## config.mk

```make
export PLATFORM = sky130hd
export DESIGN_NAME = ws2812_rx_flat
export DESIGN_NICKNAME = d
export VERILOG_FILES = /design/src/rtl/ws2812_rx_if.sv /design/src/rtl/ws2812_rx.sv /design/src/flat_wrapper.sv
export SDC_FILE = /design/constraint.sdc
export NUM_CORES = 1
export LEC_CHECK = 0
export BUFFER_PORTS_ARGS = -buffer_cell sky130_fd_sc_hd__buf_2
export CAP_MARGIN = 25
export CORE_MARGIN = 2
export CORE_UTILIZATION = 54
export DETAILED_ROUTE_END_ITERATION = 10
export PLACE_DENSITY = 0.74
export SYNTH_ARGS = -nofsm -noshare
export SYNTH_HDL_FRONTEND = slang
export SYNTH_SLANG_ARGS = --single-unit
```

## constraint.sdc

```tcl
create_clock -name clk -period 4.51 [get_ports clk]
set_input_delay 1.353 -clock clk [delete_from_list [all_inputs] [get_ports clk]]
set_output_delay 1.353 -clock clk [all_outputs]
set_load 0.02 [all_outputs]
```

## src/rtl/ws2812_rx_if.sv

```systemverilog
// ----------------------------------------------------------------------------
// ws2812_rx_if
// Bundles the serial LED line and the decoded pixel/frame stream of the
// WS2812 receiver.
//   master : the decoder; samples leds_line, drives the decoded outputs
//   slave  : the line driver / consumer; drives leds_line, reads the outputs
// Signals:
//   leds_line      serial GRB line, idle low
//   pixel_grb      last completed pixel, G[23:16] R[15:8] B[7:0]
//   pixel_valid    one-cycle strobe, pixel_grb/pixel_index are new
//   pixel_index    0-based position of that pixel in the frame
//   frame_end      one-cycle strobe on a latch gap
//   pixel_count    pixels in the frame just ended (saturating)
//   frame_overflow frame just ended carried more pixels than the chain holds
//   line_error     sticky error flag
// ----------------------------------------------------------------------------
interface ws2812_rx_if #(
    parameter int PW = 7
);
    logic          leds_line;
    logic [23:0]   pixel_grb;
    logic          pixel_valid;
    logic [PW-1:0] pixel_index;
    logic          frame_end;
    logic [PW-1:0] pixel_count;
    logic          frame_overflow;
    logic          line_error;

    modport master (
        input  leds_line,
        output pixel_grb, pixel_valid, pixel_index, frame_end,
        output pixel_count, frame_overflow, line_error
    );

    modport slave (
        output leds_line,
        input  pixel_grb, pixel_valid, pixel_index, frame_end,
        input  pixel_count, frame_overflow, line_error
    );
endinterface

```

## src/rtl/ws2812_rx.sv

```systemverilog
// ----------------------------------------------------------------------------
// ws2812_rx
// Decodes a WS2812 single-wire GRB line back into 24-bit pixel words by
// measuring high-pulse widths; low gaps of RESET_LOW_CLK clocks end a frame.
// Ports:
//   clk          rising-edge clock for all logic
//   force_reset  asynchronous active-high reset
//   bus          ws2812_rx_if.master (leds_line in, decoded stream out)
// ----------------------------------------------------------------------------
module ws2812_rx #(
    parameter int MIN_HIGH_CLK      = 2,
    parameter int BIT_THRESHOLD_CLK = 7,
    parameter int MAX_HIGH_CLK      = 40,
    parameter int RESET_LOW_CLK     = 600,
    parameter int MAX_POS           = 109
) (
    input  logic        clk,
    input  logic        force_reset,
    ws2812_rx_if.master bus
);
    localparam int PW = $clog2(MAX_POS + 1);
    localparam int LW = $clog2(RESET_LOW_CLK + 1);
    localparam int HW = $clog2(MAX_HIGH_CLK + 1);

    localparam logic [LW-1:0] LOW_SAT   = LW'(RESET_LOW_CLK);
    localparam logic [LW-1:0] LOW_LAST  = LW'(RESET_LOW_CLK - 1);
    localparam logic [HW-1:0] HIGH_LAST = HW'(MAX_HIGH_CLK - 1);
    localparam logic [HW-1:0] HIGH_MIN  = HW'(MIN_HIGH_CLK);
    localparam logic [HW-1:0] HIGH_ONE  = HW'(BIT_THRESHOLD_CLK);
    localparam logic [PW-1:0] POS_MAX   = PW'(MAX_POS);

    typedef enum logic [1:0] {
        ST_SYNC      = 2'd0,
        ST_WAIT_HIGH = 2'd1,
        ST_HIGH      = 2'd2,
        ST_LOW       = 2'd3
    } state_t;

    logic          r_sync1;
    logic          r_din;
    state_t        r_state;
    logic [LW-1:0] r_low_cnt;
    logic [HW-1:0] r_high_cnt;
    logic [23:0]   r_shift;
    logic [4:0]    r_bit_cnt;
    logic [PW-1:0] r_index;
    logic          r_ovf;
    logic [23:0]   r_pixel_grb;
    logic          r_pixel_valid;
    logic [PW-1:0] r_pixel_index;
    logic          r_frame_end;
    logic [PW-1:0] r_pixel_count;
    logic          r_frame_overflow;
    logic          r_line_error;

    state_t        w_state_nxt;
    logic          w_low_clr;
    logic          w_low_one;
    logic          w_low_inc;
    logic          w_high_one;
    logic          w_high_inc;
    logic          w_bit_shift;
    logic          w_bit_val;
    logic          w_frame_end;
    logic          w_abort;
    logic [23:0]   w_shift_nxt;

    assign w_shift_nxt = {r_shift[22:0], w_bit_val};

    // Two-flop synchronizer for the line and FSM state register.
    always_ff @(posedge clk or posedge force_reset) begin
        if (force_reset) begin
            r_sync1 <= 1'b0;
            r_din   <= 1'b0;
            r_state <= ST_SYNC;
        end else begin
            r_sync1 <= bus.leds_line;
            r_din   <= r_sync1;
            r_state <= w_state_nxt;
        end
    end

    // Next-state and per-cycle control decode.
    always_comb begin
        w_state_nxt = r_state;
        w_low_clr   = 1'b0;
        w_low_one   = 1'b0;
        w_low_inc   = 1'b0;
        w_high_one  = 1'b0;
        w_high_inc  = 1'b0;
        w_bit_shift = 1'b0;
        w_bit_val   = 1'b0;
        w_frame_end = 1'b0;
        w_abort     = 1'b0;
        case (r_state)
            ST_SYNC: begin
                // Any high restarts the search for an unbroken low gap.
                if (r_din) begin
                    w_low_clr = 1'b1;
                end else if (r_low_cnt == LOW_LAST) begin
                    w_low_inc   = 1'b1;
                    w_state_nxt = ST_WAIT_HIGH;
                end else begin
                    w_low_inc = 1'b1;
                end
            end
            ST_WAIT_HIGH, ST_LOW: begin
                // The rising cycle is itself the first high clock.
                if (r_din) begin
                    w_high_one  = 1'b1;
                    w_state_nxt = ST_HIGH;
                end else if (r_low_cnt == LOW_LAST) begin
                    w_low_inc   = 1'b1;
                    w_frame_end = 1'b1;
                    w_state_nxt = ST_WAIT_HIGH;
                end else begin
                    w_low_inc = 1'b1;
                end
            end
            ST_HIGH: begin
                if (r_din) begin
                    if (r_high_cnt == HIGH_LAST) begin
                        w_abort     = 1'b1;
                        w_low_clr   = 1'b1;
                        w_state_nxt = ST_SYNC;
                    end else begin
                        w_high_inc = 1'b1;
                    end
                end else begin
                    w_state_nxt = ST_LOW;
                    // A glitch leaves the low counter untouched so the gap
                    // measurement carries on across it.
                    if (r_high_cnt >= HIGH_MIN) begin
                        w_bit_shift = 1'b1;
                        w_bit_val   = (r_high_cnt >= HIGH_ONE);
                        w_low_one   = 1'b1;
                    end else begin
                        w_bit_shift = 1'b0;
                    end
                end
            end
            default: begin
                w_state_nxt = ST_SYNC;
            end
        endcase
    end

    // Low-time and high-time pulse counters.
    always_ff @(posedge clk or posedge force_reset) begin
        if (force_reset) begin
            r_low_cnt  <= {LW{1'b0}};
            r_high_cnt <= {HW{1'b0}};
        end else begin
            if (w_low_clr) begin
                r_low_cnt <= {LW{1'b0}};
            end else if (w_low_one) begin
                r_low_cnt <= {{(LW-1){1'b0}}, 1'b1};
            end else if (w_low_inc && (r_low_cnt != LOW_SAT)) begin
                r_low_cnt <= r_low_cnt + {{(LW-1){1'b0}}, 1'b1};
            end
            if (w_high_one) begin
                r_high_cnt <= {{(HW-1){1'b0}}, 1'b1};
            end else if (w_high_inc) begin
                r_high_cnt <= r_high_cnt + {{(HW-1){1'b0}}, 1'b1};
            end
        end
    end

    // Bit assembly, pixel/frame bookkeeping and registered outputs.
    always_ff @(posedge clk or posedge force_reset) begin
        if (force_reset) begin
            r_shift          <= 24'd0;
            r_bit_cnt        <= 5'd0;
            r_index          <= {PW{1'b0}};
            r_ovf            <= 1'b0;
            r_pixel_grb      <= 24'd0;
            r_pixel_valid    <= 1'b0;
            r_pixel_index    <= {PW{1'b0}};
            r_frame_end      <= 1'b0;
            r_pixel_count    <= {PW{1'b0}};
            r_frame_overflow <= 1'b0;
            r_line_error     <= 1'b0;
        end else begin
            r_pixel_valid <= 1'b0;
            r_frame_end   <= 1'b0;
            if (w_abort) begin
                // Over-long high: drop the whole frame in progress.
                r_bit_cnt    <= 5'd0;
                r_index      <= {PW{1'b0}};
                r_ovf        <= 1'b0;
                r_line_error <= 1'b1;
            end else if (w_frame_end) begin
                r_frame_end      <= 1'b1;
                r_pixel_count    <= r_index;
                r_frame_overflow <= r_ovf;
                r_index          <= {PW{1'b0}};
                r_ovf            <= 1'b0;
                r_bit_cnt        <= 5'd0;
                if (r_bit_cnt != 5'd0) begin
                    r_line_error <= 1'b1;
                end
            end else if (w_bit_shift) begin
                r_shift <= w_shift_nxt;
                if (r_bit_cnt == 5'd23) begin
                    r_bit_cnt <= 5'd0;
                    // r_index saturates at MAX_POS, so it doubles as the count.
                    if (r_index < POS_MAX) begin
                        r_pixel_grb   <= w_shift_nxt;
                        r_pixel_valid <= 1'b1;
                        r_pixel_index <= r_index;
                        r_index       <= r_index + {{(PW-1){1'b0}}, 1'b1};
                    end else begin
                        r_ovf <= 1'b1;
                    end
                end else begin
                    r_bit_cnt <= r_bit_cnt + 5'd1;
                end
            end
        end
    end

    assign bus.pixel_grb      = r_pixel_grb;
    assign bus.pixel_valid    = r_pixel_valid;
    assign bus.pixel_index    = r_pixel_index;
    assign bus.frame_end      = r_frame_end;
    assign bus.pixel_count    = r_pixel_count;
    assign bus.frame_overflow = r_frame_overflow;
    assign bus.line_error     = r_line_error;
endmodule

```

## src/flat_wrapper.sv

```systemverilog
// flat-port wrapper written by rule: the top's interface ports become plain ports
module ws2812_rx_flat 
#(
    parameter int MIN_HIGH_CLK      = 2,
    parameter int BIT_THRESHOLD_CLK = 7,
    parameter int MAX_HIGH_CLK      = 40,
    parameter int RESET_LOW_CLK     = 600,
    parameter int MAX_POS           = 109
)
  (clk, force_reset, bus_leds_line, bus_pixel_grb, bus_pixel_valid, bus_pixel_index, bus_frame_end, bus_pixel_count, bus_frame_overflow, bus_line_error);
  ws2812_rx_if #(.PW((7))) bus_i ();
  input  logic clk;
  input  logic force_reset;
  input wire logic [$bits(bus_i.leds_line)-1:0] bus_leds_line;
  output wire logic [$bits(bus_i.pixel_grb)-1:0] bus_pixel_grb;
  output wire logic [$bits(bus_i.pixel_valid)-1:0] bus_pixel_valid;
  output wire logic [$bits(bus_i.pixel_index)-1:0] bus_pixel_index;
  output wire logic [$bits(bus_i.frame_end)-1:0] bus_frame_end;
  output wire logic [$bits(bus_i.pixel_count)-1:0] bus_pixel_count;
  output wire logic [$bits(bus_i.frame_overflow)-1:0] bus_frame_overflow;
  output wire logic [$bits(bus_i.line_error)-1:0] bus_line_error;
  assign bus_i.leds_line = bus_leds_line;
  assign bus_pixel_grb = bus_i.pixel_grb;
  assign bus_pixel_valid = bus_i.pixel_valid;
  assign bus_pixel_index = bus_i.pixel_index;
  assign bus_frame_end = bus_i.frame_end;
  assign bus_pixel_count = bus_i.pixel_count;
  assign bus_frame_overflow = bus_i.frame_overflow;
  assign bus_line_error = bus_i.line_error;
  ws2812_rx #(.MIN_HIGH_CLK(MIN_HIGH_CLK), .BIT_THRESHOLD_CLK(BIT_THRESHOLD_CLK), .MAX_HIGH_CLK(MAX_HIGH_CLK), .RESET_LOW_CLK(RESET_LOW_CLK), .MAX_POS(MAX_POS)) u_core (.clk(clk), .force_reset(force_reset), .bus(bus_i));
endmodule
```

* Word level (Yosys, flattened, before mapping) *
Cells that the tools add are included.

storage, ports and cells
  bits in registers = 98
  input bits = 3
  output and inout port bits = 42
  logic and storage cells = 109

cells by class
  add/subtract/negate cells = 4
  $lt $le $gt $ge = 3
  equal/unequal tests = 10
  mux-type cells = 55
  bitwise operators = 2
  reductions and logical operators = 19

operator list
  cell                   count
  $mux 7                 5
  $mux 1                 34
  $mux 10                3
  $mux 5                 4
  $mux 6                 2
  $reduce_bool 3->1      4
  $add 10x1->10 const B  1
  $eq 10x10->1 const B   1
  $mux 2                 5
  $ne 10x10->1 const B   1
  $reduce_and 3->1       3
  $add 7x1->7 const B    1
  $lt 7x7->1 const B     1
  $add 6x1->6 const B    1
  $eq 6x6->1 const B     1
  $ge 6x2->1 const B     1
  $ge 6x3->1 const B     1
  $pmux 2 s3             1
  $reduce_and 2->1       3
  $reduce_bool 2->1      3
  $add 5x1->5 const B    1
  $eq 5x5->1 const B     1
  $reduce_and 5->1       1
  $reduce_bool 5->1      1
  11 further kinds       13

* Longest topological paths before layout *
  word-level depth = 7
  depth in mapped cells = 8
  gate-level depth less buffers = 6

* Least setup slack after synthesis *
No wires, ideal clock.

  path kind = flip-flop to flip-flop
  from = register u_core.r_high_cnt[0]
  to = register u_core.r_pixel_grb[10], in the netlist u_core.bus.pixel_grb[10]
  data arrival time = 1734 ps
  setup slack = 2651 ps
  cell stages (with the launch flop) = 9
  clock period less this slack = 1859 ps
  cells stage by stage = dfrtp_1 > inv_1 > ha_1 > nor3_1 > a211oi_2 > nand2b_1 > buf_2 > buf_6 > mux2_4

between the ends
  cells in the longest elaborated chain, start to end = 6

RTL lines
  element                                                             RTL line          source
  start: declaration                                                  ws2812_rx.sv:43   logic [HW-1:0] r_high_cnt;
  start signal: assignment                                            ws2812_rx.sv:152  r_high_cnt <= {HW{1'b0}};
  start signal: assignment                                            ws2812_rx.sv:162  r_high_cnt <= {{(HW-1){1'b0}}, 1'b1};
  start signal: assignment                                            ws2812_rx.sv:164  r_high_cnt <= r_high_cnt + {{(HW-1){1'b0}}, 1'b1};
  parallel branches: the longest is 5 deep, another holds $ge 6x2->1  -
  $reduce_and 5->1 (no line) (*)                                      -
  end signal: assignment                                              ws2812_rx.sv:208  r_pixel_grb <= w_shift_nxt;
  end: declaration                                                    ws2812_rx.sv:48   logic [23:0] r_pixel_grb;

Mark *: on every way between the ends.
A chain may end at the register's enable or synchronous reset.

* Final worst setup path *
  from = register u_core.r_pixel_grb[13], in the netlist u_core.bus.pixel_grb[13]
  to = output bus_pixel_grb[13]

RTL lines
  element           RTL line            source
  end: declaration  flat_wrapper.sv:15  output wire logic [$bits(bus_i.pixel_grb)-1:0] bus_pixel_grb;

No word-level cell between the ends.

==> tab_implementation.tex <==
\begin{tabular}{lr}
\hline
Metric & Value \\
\hline
\multicolumn{2}{l}{\textbf{Power}} \\
Highest ir drop seen on vdd & 0.000256 V \\
Total power & 1.45 mW \\
P per Cell Area & 295 nW/um\^{}2 \\
Static Leakage & 2.57 nW \\
\multicolumn{2}{l}{\textbf{Setup path}} \\
Type of the worst setup path & reg -> out \\
Endpoint kind of the worst setup timing path & output port \\
Critical path buffer and inverter count & 1 \\
Biggest fanout along the worst timing path & 2 \\
Cells along the critical path & buf\_2 \\
Worst-case register-to-register setup slack & 2.23 ns \\
Largest stage delay on the critical path & 0.40 ns \\
Count of cells along the worst register-to-register path & 5 \\
Data arrival time of the worst path & 0.93 ns \\
Cell depth of the worst setup path & 1 \\
Family of cells with the greatest summed delay on the critical path & flip-flops \\
Slowest stage cell, crit path & sky130\_fd\_sc\_hd\_\_dfrtp\_1 \\
Worst Setup Start Kind & register \\
Worst Path Required & 3.16 ns \\
\multicolumn{2}{l}{\textbf{CTS}} \\
Number of clock sinks & 98 \\
CTS H-tree lvls & 3 \\
CTS tree & built \\
Count of hold buffers inserted by post-cts repair & 0 \\
Clock buffer count from CTS & 9 \\
Clk buf depth & 2 \\
Clock insertion delay at the later pin of the skew report & 0.37 ns \\
Master cell of the clock root buffer & sky130\_fd\_sc\_hd\_\_clkbuf\_8 \\
Setup Buffers After CTS & 0 \\
CTS clk-pin slew, worst paths & 0.10 ns \\
Number of cells upsized or downsized after cts & 0 \\
\multicolumn{2}{l}{\textbf{STA}} \\
Min cycle time layout & 2.29 ns \\
Slew at the pin with the worst max-slew slack & 0.875 ns \\
Setup violators final & 0 \\
Fin worst setup slack & 2.22 ns \\
Final worst clock skew & 0.0140 ns \\
Hold Vio Cnt, Final & 0 \\
Total negative slack for setup checks & 0 ns \\
Upper clock frequency limit & 437 MHz \\
Slew margin rel. & 0.417 \\
RSZ-0062 raised after global routing & false \\
Max-slew violations & 0 \\
Post-route clock period utilization & 0.507 \\
\multicolumn{2}{l}{\textbf{Logic synthesis}} \\
List of most frequent post-synthesis cells & sky130\_fd\_sc\_hd\_\_dfrtp\_1, sky130\_fd\_sc\_hd\_\_nand2\_1, sky130\_fd\_sc\_hd\_\_mux2\_4, sky130\_fd\_sc\_hd\_\_a21oi\_1, sky130\_fd\_sc\_hd\_\_inv\_1 \\
Syn Nets & 403 \\
Portion of synthesized cell area occupied by the leading cell type & 0.556 \\
Count of mapped cells out of synthesis & 393 \\
Seq cells post-synth & 98 \\
Post-synthesis average cell area & 11.2 sq um \\
Sequential share of the synthesized area & 0.556 \\
Number of enable flip-flop cells after synthesis & 0 \\
Yosys warnings & 0 \\
Leading post-synthesis cells by cell area & sky130\_fd\_sc\_hd\_\_dfrtp\_1, sky130\_fd\_sc\_hd\_\_mux2\_4, sky130\_fd\_sc\_hd\_\_nand2\_1 \\
Total standard cell area after synthesis & 4410 sq um \\
Yosys top cell by area & sky130\_fd\_sc\_hd\_\_dfrtp\_1 \\
Fraction of registers with async set or reset after synthesis & 1.00 \\
Main flop type after synthesis & sky130\_fd\_sc\_hd\_\_dfrtp\_1 \\
Distinct cells, synth & 55 \\
Dominant cell by count in the synthesized netlist & sky130\_fd\_sc\_hd\_\_dfrtp\_1 \\
\multicolumn{2}{l}{\textbf{Drt}} \\
Routed wire length per instance & 14.9 um \\
Via-per-instance ratio & 5.54 \\
Routed wire length & 8110 um \\
Number of antenna-violating nets in the routed design & 0 \\
Initial detailed-routing violation count & 217 \\
DRT Pass-1 Iters & 4 \\
DRC violations left & 0 \\
Vias post-DR & 3,010 \\
\multicolumn{2}{l}{\textbf{Cells and area}} \\
Layout overhead on the synthesized area & 11.3\% \\
Ratio of cells with drive above 1 in the final layout & 0.252 \\
Core Util, Final & 0.629 \\
Antenna Cells & 0 \\
Reg area & 2450 sq um \\
Multi-input gate area & 1810 sq um \\
Final Non-Filler Cells & 543 \\
Filler Cell Count & 639 \\
Final-stage net count & 446 \\
\multicolumn{2}{l}{\textbf{Floorplanning}} \\
Die area & 8910 sq um \\
Starting utilization of the core area & 0.565 \\
DIE WIDTH & 94.4 um \\
Die Span Y & 94.4 um \\
Number of rows created at floorplan & 32 \\
Placeable Area & 7810 sq um \\
I/O pin cnt & 45 \\
\multicolumn{2}{l}{\textbf{Place}} \\
Number of I/O port buffers & 44 \\
Number of instances in the placed design & 526 \\
Post-place setup slack & 1.84 ns \\
Final GP Congestion & 0.846 \\
Post-DP HPWL & 5540 um \\
\multicolumn{2}{l}{\textbf{Status}} \\
Run status & finished, final reports clean \\
\multicolumn{2}{l}{\textbf{GRT}} \\
Overflow after GRT & 0 \\
Via count of the first global-routing pass & 2,998 \\
Largest net degree at the start of global routing & 74 \\
Overall global routing resource usage & 0.198 \\
Number of antenna violations at the first check in global routing & 0 \\
Global-route wire length before repair & 14,000 um \\
\multicolumn{2}{l}{\textbf{Run}} \\
Max-Cap Viols & 0 \\
\multicolumn{2}{l}{\textbf{Hold path}} \\
Cells on Worst Hold Path & 0 \\
Hold crit path type & reg -> reg \\
\hline
\end{tabular}
[layer usage]
metal  up-vias  track usage  part of all wire
met3        10       0.0431             0.028
met5         -            0                 0
met1      1501        0.260              0.47
met2        42        0.336              0.49
met4         0       0.0556            0.0096
li1       1457            -                 -
[metrics by stage]
stage | hold WS [ns] | area (sq um)
detailed placement | 0.338 | 4710
CTS | 0.360 | 4890
global placement | 0.332 | 4700
global route | 0.362 | 4910
floorplan | 0.331 | 4410
finish | 0.358 | 4910
[power breakdown]
group	switching, mW	internal [mW]
registers	0.00426	0.880
logic	0.0224	0.00642
clock network	0.326	0.209
[worst reg2reg max path, stage by stage, from the launching register on]
cell and delay, ns:
sky130_fd_sc_hd__dfrtp_1 0.63, sky130_fd_sc_hd__nor3b_1 0.55, sky130_fd_sc_hd__o21ai_2 0.10, sky130_fd_sc_hd__buf_4 0.26, sky130_fd_sc_hd__or4_1 0.53, sky130_fd_sc_hd__a21oi_1 0.15
[sequential cells by signal (all words and copies together) (netlist names), 2 cells and up]
| name | cells |
|---|---|
| u_core.bus.pixel_count | 7 |
| u_core.bus.pixel_grb | 24 |
| u_core.bus.pixel_index | 7 |
| u_core.r_bit_cnt | 5 |
| u_core.r_high_cnt | 6 |
| u_core.r_index | 7 |
| u_core.r_low_cnt | 10 |
| u_core.r_shift | 23 |
| u_core.r_state | 2 |
[cells by family after synthesis]
group                      Yosys count  synth area share
DFF                                 98             0.556
AOI/OAI and AO/OA                   69             0.102
muxes                               39             0.120
buffers and inverters               35            0.0374
and+or+nand+nor                    139             0.154
adders and majority gates            7            0.0198
xor gates and xnor gates             6            0.0119
[placed cells by master (no fill, tap or decap), types with 4 or more instances in the layout]
master                     count
sky130_fd_sc_hd__nand3_1       7
sky130_fd_sc_hd__a21oi_1      17
sky130_fd_sc_hd__xnor2_1       4
sky130_fd_sc_hd__a22o_1        4
sky130_fd_sc_hd__dfrtp_1      98
sky130_fd_sc_hd__o21ai_0      15
sky130_fd_sc_hd__buf_2        44
sky130_fd_sc_hd__nand2_1      80
sky130_fd_sc_hd__or4_1         7
sky130_fd_sc_hd__mux2i_1       4
sky130_fd_sc_hd__clkbuf_8      9
sky130_fd_sc_hd__nor2_1       10
sky130_fd_sc_hd__or3_1         6
sky130_fd_sc_hd__inv_1        17
sky130_fd_sc_hd__o31ai_1       5
sky130_fd_sc_hd__mux2_2       10
sky130_fd_sc_hd__ha_1          7
sky130_fd_sc_hd__o211ai_1      5
sky130_fd_sc_hd__mux2_4       25
[path summary, 6_finish.rpt]
path                                                from                         to
worst max-delay path            u_core.bus.pixel_grb[13]          bus_pixel_grb[13]
worst min-delay path                      u_core.r_sync1               u_core.r_din
worst max register to register              u_core.r_din          u_core.r_index[5]
worst min register to register            u_core.r_sync1               u_core.r_din
max in group asynchronous                    force_reset  u_core.bus.pixel_index[6]
min in group asynchronous                    force_reset    u_core.bus.pixel_grb[9]
[layout make-up]
| class | count | area share |
|---|---|---|
| Timing Repair Buffer | 49 | 0.0558 |
| Clock inverter | 7 | 0.0117 |
| Multi-Input combinational cell | 260 | 0.368 |
| Tap cell | 102 | 0.0260 |
| Inverter | 18 | 0.0143 |
| Clock buffer | 9 | 0.0252 |
| Sequential cell | 98 | 0.499 |
(Power assumes the default switching activity.)
